<file path="config.mk">
export PLATFORM = sky130hd
export DESIGN_NAME = pipeline_hazard_ctrl
export DESIGN_NICKNAME = d
export VERILOG_FILES = /design/src/rtl/hazard_pkg.sv /design/src/rtl/hazard_event_counter.sv /design/src/rtl/pipeline_hazard_ctrl.sv
export SDC_FILE = /design/constraint.sdc
export NUM_CORES = 1
export LEC_CHECK = 0
export BUFFER_PORTS_ARGS = -buffer_cell sky130_fd_sc_hd__buf_2
export CORE_ASPECT_RATIO = 1.75
export CORE_UTILIZATION = 33
export CTS_CLUSTER_SIZE = 14
export DETAILED_ROUTE_END_ITERATION = 6
export PLACE_DENSITY = 0.91
export RECOVER_POWER = 25
export SYNTH_ARGS = -nofsm -noshare
export SYNTH_HDL_FRONTEND = slang
export SYNTH_HIERARCHICAL = 1
export SYNTH_SLANG_ARGS = --single-unit
</file>
<file path="constraint.sdc">
create_clock -name clk -period 1.8 [get_ports clk]
set_clock_uncertainty 0.1 [all_clocks]
set_input_delay 0.27 -clock clk [delete_from_list [all_inputs] [get_ports clk]]
set_output_delay 0.27 -clock clk [all_outputs]
set_load 0.02 [all_outputs]
</file>
<file path="src/rtl/hazard_pkg.sv">
// Shared types and constants for the pipeline hazard controller.
package hazard_pkg;

  typedef enum logic {
    RUN        = 1'b0,
    TRAP_FLUSH = 1'b1
  } haz_state_t;

  // Encoding the fetch register inserts when it is flushed (addi x0, x0, 0)
  localparam logic [31:0] NOP_INSTR = 32'h00000013;

  // Hard-wired zero register; never a real data dependency
  localparam logic [4:0]  REG_X0    = 5'd0;

endpackage

</file>
<file path="src/rtl/hazard_event_counter.sv">
// Free-running event counter for hazard statistics; wraps modulo 2^CNT_W.
module hazard_event_counter #(
  parameter int unsigned CNT_W = 32
) (
  input  logic             clk,
  input  logic             rst,
  input  logic             inc,
  output logic [CNT_W-1:0] cnt
);

  // Count one per cycle in which inc is high
  always_ff @(posedge clk or posedge rst) begin
    if (rst) begin
      cnt <= '0;
    end else if (inc) begin
      cnt <= cnt + CNT_W'(1);
    end
  end

endmodule

</file>
<file path="src/rtl/pipeline_hazard_ctrl.sv">
// Hazard/sequencing controller for the 5-stage RV32 pipeline.
// Owns all hold/kill decisions for the fetch, decode and execute registers:
// load-use stalls, taken-branch bubbles, data-memory wait stalls and the
// multi-cycle flush that follows an accepted trap or mret.
// Optional build macro: HAZ_PERF_EN enables stall/flush/trap perf counters;
// when undefined the counter ports are tied to zero.
module pipeline_hazard_ctrl
  import hazard_pkg::*;
#(
  parameter int unsigned TRAP_FLUSH_CYCLES = 2,
  parameter int unsigned CNT_W             = 32
) (
  input  logic             clk,
  input  logic             rst,
  input  logic [4:0]       rs1_D,
  input  logic [4:0]       rs2_D,
  input  logic [4:0]       rd_E,
  input  logic             mem_read_E,
  input  logic             branch_taken_E,
  input  logic             mem_busy,
  input  logic             trap_req,
  input  logic             mret_M,
  output logic             trap_ack,
  output logic             stall_F,
  output logic             flush_F,
  output logic             csr_flush,
  output logic             stall_D,
  output logic             flush_E,
  output logic             pc_hold,
  output logic [CNT_W-1:0] stall_cnt,
  output logic [CNT_W-1:0] flush_cnt,
  output logic [CNT_W-1:0] trap_cnt
);

  localparam int unsigned FW = (TRAP_FLUSH_CYCLES > 1) ? $clog2(TRAP_FLUSH_CYCLES) : 1;
  localparam logic [FW-1:0] FLUSH_LAST = FW'(TRAP_FLUSH_CYCLES - 1);

  haz_state_t    state, state_nxt;
  logic [FW-1:0] fcnt, fcnt_nxt;
  logic          load_use;

  // Decode-stage operand depends on a load still in execute
  assign load_use = mem_read_E && (rd_E != REG_X0) &&
                    ((rd_E == rs1_D) || (rd_E == rs2_D));

  // State and trap-flush cycle counter
  always_ff @(posedge clk or posedge rst) begin
    if (rst) begin
      state <= RUN;
      fcnt  <= '0;
    end else begin
      state <= state_nxt;
      fcnt  <= fcnt_nxt;
    end
  end

  // Next state and Mealy outputs; in RUN exactly one action wins by priority
  always_comb begin
    state_nxt = state;
    fcnt_nxt  = fcnt;
    trap_ack  = 1'b0;
    stall_F   = 1'b0;
    flush_F   = 1'b0;
    csr_flush = 1'b0;
    stall_D   = 1'b0;
    flush_E   = 1'b0;
    pc_hold   = 1'b0;
    case (state)
      RUN: begin
        if ((trap_req || mret_M) && !mem_busy) begin
          trap_ack  = 1'b1;
          state_nxt = TRAP_FLUSH;
          fcnt_nxt  = '0;
        end else if (mem_busy) begin
          stall_F = 1'b1;
          stall_D = 1'b1;
          pc_hold = 1'b1;
        end else if (branch_taken_E) begin
          // PC is free to take the branch target while fetch gets a NOP
          stall_F = 1'b1;
          flush_F = 1'b1;
          flush_E = 1'b1;
        end else if (load_use) begin
          stall_F = 1'b1;
          stall_D = 1'b1;
          pc_hold = 1'b1;
          flush_E = 1'b1;
        end
      end
      TRAP_FLUSH: begin
        // PC loads mtvec/mepc; new trap/mret requests wait until RUN
        csr_flush = 1'b1;
        flush_E   = 1'b1;
        if (fcnt == FLUSH_LAST) begin
          state_nxt = RUN;
          fcnt_nxt  = '0;
        end else begin
          fcnt_nxt = fcnt + FW'(1);
        end
      end
      default: begin
        state_nxt = RUN;
        fcnt_nxt  = '0;
      end
    endcase
  end

`ifdef HAZ_PERF_EN
  hazard_event_counter #(.CNT_W(CNT_W)) u_stall_cnt (
    .clk (clk),
    .rst (rst),
    .inc (stall_F),
    .cnt (stall_cnt)
  );

  hazard_event_counter #(.CNT_W(CNT_W)) u_flush_cnt (
    .clk (clk),
    .rst (rst),
    .inc (flush_E),
    .cnt (flush_cnt)
  );

  hazard_event_counter #(.CNT_W(CNT_W)) u_trap_cnt (
    .clk (clk),
    .rst (rst),
    .inc (trap_ack),
    .cnt (trap_cnt)
  );
`else
  assign stall_cnt = '0;
  assign flush_cnt = '0;
  assign trap_cnt  = '0;
`endif

endmodule

</file>
# == After elaboration in Yosys (flattened, before gate mapping) ==
# Cells that the tools add are included.
# op_classes
muxes,24
reduce_logical,7
bitwise_logic,1
n_addsub,1
n_eq_ne,3
# op_table
op,count
$mux W1,21
$eq A5 B5 Y1,2
$pmux W1 S2,3
$reduce_bool A5 Y1,1
$logic_and A1 B1 Y1,3
$logic_or A1 B1 Y1,2
$ne A2 B2 Y1 const B,1
$add A1 B1 Y1 const B,1
$logic_not A1 Y1,1
$not A1 Y1,1
# totals
in_bits,22
output_inout_bits,103
ff_bits,2
wordCells,38

# == Longest topological paths before layout ==
# Gate-level depths: netlist of run 1.
# logic_depth
depth_word,8
mapped_depth,5
ltp_nobuf,4

# == Worst setup path before layout of run 1 ==
# Ideal clock, no wire load.
# synth_timing
path_kind,flip-flop to output port
from,reg state
to,out stall_D
t_required_ps,1430
n_path_buf,2
arrival_ps,1684
path_slack_ps,-254
path_stages_with_launch,6
cell_sequence,dfrtp_1 -> buf_4 -> nor2_1 -> nand2_1 -> o32ai_1 -> buf_4
# synth_via
elab_chain_len,1
# synth_rtl
item,line_no,rtl
start: declaration,pipeline_hazard_ctrl.sv:38,"haz_state_t state, state_nxt;"
start signal: assignment,pipeline_hazard_ctrl.sv:52,state <= state_nxt;
$mux W1,--,
end: declaration,pipeline_hazard_ctrl.sv:27,"output logic stall_D,"
# Every way passes these cells.

# == Final worst setup path of run 1 ==
# layout_timing
from,in rd_E[4]
to,out stall_F
# layout_via
elab_chain_len,8
word_cells_on_any_way,11
cone_classes,2 x eq/ne; 5 x mux; 4 x reduce/logical
# layout_rtl
item,line_no,rtl
start: declaration,pipeline_hazard_ctrl.sv:17,"input logic [4:0] rd_E,"
$eq A5 B5 Y1 or $reduce_bool A5 Y1 (tied branches),"pipeline_hazard_ctrl.sv:44, pipeline_hazard_ctrl.sv:43",
$logic_or A1 B1 Y1 or $logic_and A1 B1 Y1 (tied branches),"pipeline_hazard_ctrl.sv:44, pipeline_hazard_ctrl.sv:43",
$logic_and A1 B1 Y1 (*),pipeline_hazard_ctrl.sv:43,assign load_use = mem_read_E && (rd_E != REG_X0) &&
$mux W1 (*),pipeline_hazard_ctrl.sv:83,end else if (load_use) begin
$mux W1 (*),pipeline_hazard_ctrl.sv:78,end else if (branch_taken_E) begin
$mux W1 (*),pipeline_hazard_ctrl.sv:74,end else if (mem_busy) begin
$mux W1 (*),pipeline_hazard_ctrl.sv:70,if ((trap_req || mret_M) && !mem_busy) begin
$mux W1 (*),pipeline_hazard_ctrl.sv:68,case (state)
end: declaration,pipeline_hazard_ctrl.sv:24,"output logic stall_F,"
# Mark *: on every way between the ends. The rest lies on a longest branch, timed or not.

==> insert_results.sql, run 1 <==
INSERT INTO impl_metrics (metric_group, metric, value, unit) VALUES
('run_status', 'violations', 'negative setup slack', ''),
('worst_hold_path', 'timing.hold.worst.start', 'mem_busy', ''),
('grt', 'tot_gr_track_use', '9.30', '%'),
('grt', 'pin_count_of_the_biggest_net_entering_global_routing', '12', ''),
('die', 'design.die.area', '3380', 'um2'),
('power', 'cellLeakagePower', '0.629', 'nW'),
('critical_path', 'setup.reg_to_reg.worst_slack', '0.82', 'ns'),
('grt', 'first_global_vias', '516', ''),
('power', 'irDropWorstVdd', '657', 'uV'),
('die', 'core_area', '2960', 'um2'),
('power', 'p_sw_share', '53.0', '%'),
('critical_path', 'cp_data_arrival_time', '1.46', 'ns'),
('die', 'fp-row-count', '26', ''),
('routing', 'avgRoutedWirePerCell', '8.86', 'um'),
('place', 'place.detailed.hpwl', '1580', 'um'),
('clocking', 'numClockSinks', '2', ''),
('critical_path', 'timing.rr.start', 'state$_DFF_PP0_', ''),
('power', 'cell_internal_pwr', '384', 'uW'),
('power', 'share_clk_of_total_power', '21.8', '%'),
('timing', 'max_freq', '548', 'MHz'),
('routing', 'detailedRoute.firstPassIterationCount', '4', ''),
('die', 'top_level_ports', '125', ''),
('power', 'fin_total_pwr', '817', 'uW'),
('grt', 'grt_first_pass_wirelength', '2200', 'um'),
('layout', 'design.final.nets', '198', ''),
('clocking', 'clkLatencyLatePin', '0.21', 'ns'),
('timing', 'setup_viol', '4', ''),
('place', 'pre_cts_ws', '-0.0965', 'ns'),
('timing', 'report.final.slew_viol_count', '0', ''),
('synthesis', 'post_synthesis_average_cell_area', '7.53', 'um2'),
('critical_path', 'cp_data_required_time', '1.43', 'ns'),
('clocking', 'cts.reportedPaths.clkPinSlew', '0.03', 'ns'),
('routing', 'vias_per_cell', '3.38', ''),
('job', 'max-cap-violations', '0', ''),
('clocking', 'cts_buffers', '3', ''),
('timing', 'hold_violations', '0', ''),
('die', 'die_w', '44.4', 'um'),
('clocking', 'cts_buffer_depth', '2', ''),
('layout', 'layout-drive-gt1-share', '26.4', '%'),
('routing', 'drc', '0', ''),
('power', 'share_seq_of_total_power', '9.7', '%'),
('clocking', 'ctsHtreeMaxLevel', '1', ''),
('synthesis', 'yosysWarnings', '6', ''),
('run_status', 'status', 'complete, but fails checks', ''),
('worst_hold_path', 'class_of_the_tightest_hold_or_removal_check', 'primary input to register', ''),
('grt', 'overflow', '0', ''),
('critical_path', 'worst_r2r_path_depth', '4', ''),
('routing', 'detail_route.iter0.violations', '17', ''),
('critical_path', 'crit_fanout', '3', ''),
('synthesis', 'ys_seq_area_share', '4.82', '%'),
('die', 'initial_standard_cell_utilization_of_the_core', '35.1', '%'),
('synthesis', 'ys_seq_elements', '2', ''),
('clocking', 'tritoncts', 'built', ''),
('critical_path', 'reg2reg_to', 'fcnt$_DFFE_PP0P_', ''),
('place', 'input_output_buffers', '28', ''),
('timing', 'final.min_clock_period', '1.83', 'ns'),
('die', 'die_h', '76.2', 'um'),
('worst_hold_path', 'hold-path-endpoint', 'state$_DFF_PP0_', ''),
('layout', 'area_delta_synth_final', '0.723', '%'),
('place', 'gp_routability_congestion', '0.676', ''),
('clocking', 'clock_tree.root_cell', 'sky130_fd_sc_hd__clkbuf_8', ''),
('synthesis', 'synth_cells', '138', ''),
('timing', 'post-route-period-util', '101', '%'),
('critical_path', 'startpoint_type', 'primary input', ''),
('timing', 'grt_setup_unrepaired', 'true', ''),
('critical_path', 'crit_path_end_kind', 'primary output', ''),
('critical_path', 'criticalPathCategory', 'primary input to primary output', ''),
('layout', 'diodes', '0', ''),
('power', 'combinationalPowerShare', '68.5', '%'),
('synthesis', 'synth_area', '1040', 'um2'),
('routing', 'num_vias', '729', ''),
('power', 'power.switching', '433', 'uW'),
('grt', 'grt_antenna_before_repair', '0', ''),
('worst_hold_path', 'hold-path-cell-count', '2', ''),
('routing', 'totalWireLength', '1910', 'um'),
('power', 'power-per-cell-area', '781', 'nW/um2'),
('routing', 'antenna_violating_nets_left', '0', ''),
('timing', 'setup_slack', '-0.0253', 'ns'),
('synthesis', 'synthDistinctLibCells', '20', '');
[sequential cells by signal, indices dropped and copies added, names as in the netlist]
signal and flops:
fcnt 1, state 1
[layer usage]
layer	global-route usage (%)	wire length [um]
met3	1.18	251
met4	5.76	40
met2	20.7	1100
met5	0	0
met1	5.47	519
[what timing repair did]
action	CTS	global route
setup buffers	2	1
hold endpoints to repair	2	0
pin swaps	5	5
gates resized for setup	15	5
gates cloned	0	0
hold buffers	1	0
setup endpoints to repair	4	4
[stage by stage]
step	utilization, %	hold WS, ns	cell area, um2	std cells	setup TNS, ns
global placement	30.4	0.0213	901	209	-0.209
detailed placement	30.4	0.0217	901	209	-0.358
floorplan	-	-0.0888	1410	233	0
finish	35.3	0.202	1050	216	-0.0582
CTS	34.3	0.199	1020	215	-0.161
global route	35.3	0.221	1050	216	-0.221
[cell usage after synthesis (all sizes together)]
cell type | instances | share of area, %
dfrtp | 2 | 4.8
xor2 | 10 | 8.4
o32ai | 1 | 0.84
a31oi | 1 | 0.60
buf | 98 | 71
nor2 | 5 | 1.8
inv | 2 | 0.72
conb | 1 | 0.36
o21ai | 3 | 1.8
nand2b | 1 | 0.60
and3 | 1 | 0.60
nand3b | 2 | 1.4
nand2 | 2 | 0.72
o221ai | 1 | 1.4
nor3 | 3 | 1.4
o31ai | 1 | 0.72
or4 | 2 | 1.4
a22oi | 1 | 0.72
nor2b | 1 | 0.60
[how the worst max path moves through the flow]
stage / startpoint / endpoint / slack (ns)
after global placement: rd_E[1] / flush_E / -0.07
final: rd_E[4] / stall_F / -0.03
after CTS: rd_E[4] / stall_F / -0.07
after global routing: state$_DFF_PP0_ / stall_F / -0.06
after floorplan: state$_DFF_PP0_ / stall_D / 0.07
after detailed placement: rd_E[0] / stall_D / -0.1
[worst max-delay path: stages]
cell and delay [ns]:
sky130_fd_sc_hd__buf_8 0.10, sky130_fd_sc_hd__or4_4 0.54, sky130_fd_sc_hd__o21ai_4 0.15, sky130_fd_sc_hd__or4_4 0.14, sky130_fd_sc_hd__o221ai_2 0.08, sky130_fd_sc_hd__buf_4 0.17
[logic make-up after synthesis]
| logic type | count (synthesis) | synth area share (%) |
|---|---|---|
| buffers and inverters | 100 | 71.6 |
| and+or+nand+nor | 17 | 8.68 |
| xor gates and xnor gates | 10 | 8.43 |
| AOI/OAI and AO/OA | 8 | 6.15 |
| DFF | 2 | 4.82 |
| other | 1 | 0.361 |
[final cells by class]
type                       instances  area, um2
sequential                         2       50.0
fill                             313       1910
clock buffer                       3       41.3
multi-input combinational        131        651
timing repair buffer              36        244
inverter                           2       7.51
tap                               42       52.6
[power groups by stage]
stage                     clock, mW  sequential [mW]  combinational (mW)
after floorplan                   0           0.0919               0.541
after global placement            0           0.0777               0.500
after detailed placement          0           0.0790               0.509
after CTS                     0.183           0.0789               0.549
after global routing          0.187           0.0808               0.599
final                         0.178           0.0795               0.560
[cell usage in the layout (no fill, tap or decap), drive strengths merged]
| cell type | netlist | routed |
|---|---|---|
| inv | 2 | 2 |
| nand2 | 2 | 2 |
| a22oi | 1 | 1 |
| o21ai | 3 | 3 |
| or4 | 2 | 2 |
| nand3b | 2 | 2 |
| o31ai | 1 | 1 |
| and3 | 1 | 1 |
| o32ai | 1 | 1 |
| dlygate4sd3 | 0 | 1 |
| o221ai | 1 | 1 |
| conb | 1 | 96 |
| clkbuf | 0 | 3 |
| dfrtp | 2 | 2 |
| nor3 | 3 | 3 |
| nor2b | 1 | 1 |
| nand2b | 1 | 1 |
| xor2 | 10 | 10 |
| a31oi | 1 | 1 |
| buf | 98 | 35 |
| nor2 | 5 | 5 |
No activity file was read; power rests on OpenSTA's default activity.
==> run 2, diff against run 1 <==
- CORE_ASPECT_RATIO: 1.75 -> 0.8
==> insert_results.sql, run 2 (same netlist as run 1, synthesis figures left out) <==
INSERT INTO impl_metrics (metric_group, metric, value, unit) VALUES
('timing', 'setup_viol', '3', ''),
('worst_hold_path', 'hold-path-cell-count', '2', ''),
('layout', 'instances_no_fill', '210', ''),
('critical_path', 'cp.buffers_inverters', '2', ''),
('routing', 'detail_route.iter0.violations', '11', ''),
('grt', 'grt_antenna_before_repair', '0', ''),
('grt', 'tot_gr_track_use', '8.29', '%'),
('clocking', 'clock_tree.root_cell', 'sky130_fd_sc_hd__clkbuf_8', ''),
('clocking', 'numClockSinks', '2', ''),
('job', 'max-cap-violations', '0', ''),
('power', 'irDropWorstVdd', '231', 'uV'),
('routing', 'vias_per_cell', '3.10', ''),
('critical_path', 'setup.reg_to_reg.worst_slack', '0.85', 'ns'),
('clocking', 'clkLatencyLatePin', '0.21', 'ns'),
('timing', 'report.final.slew_viol_count', '0', ''),
('layout', 'design_area', '1020', 'um2'),
('die', 'die_h', '52.2', 'um'),
('place', 'placed_area', '903', 'um2'),
('layout', 'diodes', '0', ''),
('critical_path', 'timing.rr.start', 'state$_DFF_PP0_', ''),
('layout', 'fillerInstances', '313', ''),
('clocking', 'cts.reportedPaths.clkPinSlew', '0.03', 'ns'),
('power', 'fin_total_pwr', '794', 'uW'),
('layout', 'final_common_cell', 'sky130_fd_sc_hd__conb_1', ''),
('grt', 'overflow', '0', ''),
('critical_path', 'criticalPathCategory', 'primary input to primary output', ''),
('grt', 'grt_first_pass_wirelength', '2080', 'um'),
('timing', 'hold_violations', '0', ''),
('run_status', 'status', 'complete, but fails checks', ''),
('timing', 'post-route-period-util', '102', '%'),
('routing', 'antenna_violating_nets_left', '0', ''),
('worst_hold_path', 'timing.hold.worst.start', 'mem_busy', ''),
('clocking', 'cts_buffer_depth', '2', ''),
('timing', 'final.min_clock_period', '1.84', 'ns'),
('clocking', 'cts_buffers', '3', ''),
('routing', 'drc', '0', ''),
('place', 'number_of_cells_after_detailed_placement', '206', ''),
('layout', 'area_delta_synth_final', '-1.81', '%'),
('die', 'die_w', '64.7', 'um'),
('place', 'gp_routability_congestion', '0.676', ''),
('routing', 'num_vias', '650', ''),
('place', 'input_output_buffers', '28', ''),
('grt', 'first_global_vias', '480', ''),
('routing', 'totalWireLength', '1560', 'um'),
('die', 'top_level_ports', '125', ''),
('critical_path', 'crit_path_end_kind', 'primary output', ''),
('routing', 'detailedRoute.firstPassIterationCount', '3', ''),
('timing', 'finalSetupTns', '-0.0494', 'ns'),
('worst_hold_path', 'hold-path-endpoint', 'state$_DFF_PP0_', ''),
('timing', 'setup_slack', '-0.0406', 'ns'),
('layout', 'top_regs', 'fcnt x1, state x1', ''),
('layout', 'design.final.nets', '196', ''),
('critical_path', 'reg2reg_to', 'state$_DFF_PP0_', ''),
('clocking', 'tritoncts', 'built', ''),
('critical_path', 'slowest_delay', '0.53', 'ns'),
('power', 'cellLeakagePower', '0.618', 'nW'),
('critical_path', 'crit_family', 'simple AND/OR/NAND/NOR gates', ''),
('power', 'power-per-cell-area', '778', 'nW/um2'),
('grt', 'pin_count_of_the_biggest_net_entering_global_routing', '12', ''),
('place', 'place.detailed.hpwl', '1300', 'um'),
('die', 'core_area', '2870', 'um2'),
('layout', 'layout-drive-gt1-share', '25.6', '%'),
('timing', 'max_freq', '543', 'MHz'),
('die', 'fp-row-count', '17', ''),
('routing', 'avgRoutedWirePerCell', '7.41', 'um'),
('critical_path', 'cp_data_required_time', '1.43', 'ns'),
('critical_path', 'crit_fanout', '3', ''),
('critical_path', 'worst_r2r_path_depth', '2', ''),
('clocking', 'ctsHtreeMaxLevel', '1', ''),
('layout', 'most-common-layout-cells', 'sky130_fd_sc_hd__conb_1, sky130_fd_sc_hd__buf_2, sky130_fd_sc_hd__xor2_1, sky130_fd_sc_hd__buf_6, sky130_fd_sc_hd__nor2_1', ''),
('critical_path', 'cp_data_arrival_time', '1.47', 'ns'),
('critical_path', 'startpoint_type', 'primary input', ''),
('critical_path', 'critPathSlowestCell', 'sky130_fd_sc_hd__or4_4', ''),
('critical_path', 'path_cells', 'buf_6 -> or4_4 -> o21ai_4 -> or4_4 -> o221ai_2 -> buf_6', ''),
('layout', 'finalCoreUtilization', '35.5', '%'),
('die', 'initial_standard_cell_utilization_of_the_core', '36.2', '%'),
('run_status', 'violations', 'negative setup slack', ''),
('timing', 'grt_setup_unrepaired', 'true', ''),
('die', 'design.die.area', '3380', 'um2'),
('worst_hold_path', 'class_of_the_tightest_hold_or_removal_check', 'primary input to register', '');
[run 2: metrics by stage]
step,worst slack [ns],hold slack (ns)
3_5_place_dp,-0.0686,0.0209
6_report,-0.0406,0.206
4_1_cts,-0.0519,0.204
5_1_grt,-0.0789,0.222
2_1_floorplan,0.0704,-0.0888
3_3_place_gp,-0.0510,0.0191
[run 2: final cells by class]
type / instances / area (um2) / share of cell area (%)
multi-input cells: 131 / 651 / 63.8
repair buffers: 34 / 223 / 21.8
flip-flops and latches: 2 / 50.0 / 4.91
well taps: 38 / 47.5 / 4.66
clock buffers: 3 / 41.3 / 4.05
inverters: 2 / 7.51 / 0.736
[run 2: worst register-to-register path, stage by stage, from the launching register on]
cell and delay (ns):
sky130_fd_sc_hd__dfrtp_1 0.36, sky130_fd_sc_hd__buf_4 0.18, sky130_fd_sc_hd__o31ai_1 0.22
[run 2: per-layer routing]
metal,vias to the layer above,global-route usage [%],share of wire [%]
met2,47,16.8,61
met4,0,6.67,1.9
met3,2,0.652,6.0
li1,311,-,-
met5,-,0,0
met1,290,7.63,31
[run 2: worst max path at each step]
stage | from | to | slack (ns) | depth (start not counted)
global route | rd_E[1] | stall_F | -0.08 | 6
detailed placement | rd_E[1] | stall_F | -0.07 | 6
finish | rd_E[1] | stall_F | -0.04 | 6
floorplan | state$_DFF_PP0_ | stall_D | 0.07 | 5
CTS | rd_E[1] | stall_F | -0.05 | 6
global placement | rd_E[1] | stall_D | -0.05 | 6
[run 2: power breakdown]
group          switching, mW  internal (mW)  leakage (nW)  total, mW
logic                  0.374          0.168         0.572      0.542
clock network         0.0319          0.141        0.0216      0.173
registers             0.0108         0.0680        0.0244     0.0788
[run 2: what timing repair did]
action | in CTS | in global routing
buffers inserted | 0 | 0
endpoints found under the setup margin | 4 | 4
hold buffers | 1 | 0
resized for setup | 13 | 3
endpoints found under the hold margin | 2 | 0
pin swaps | 1 | 1
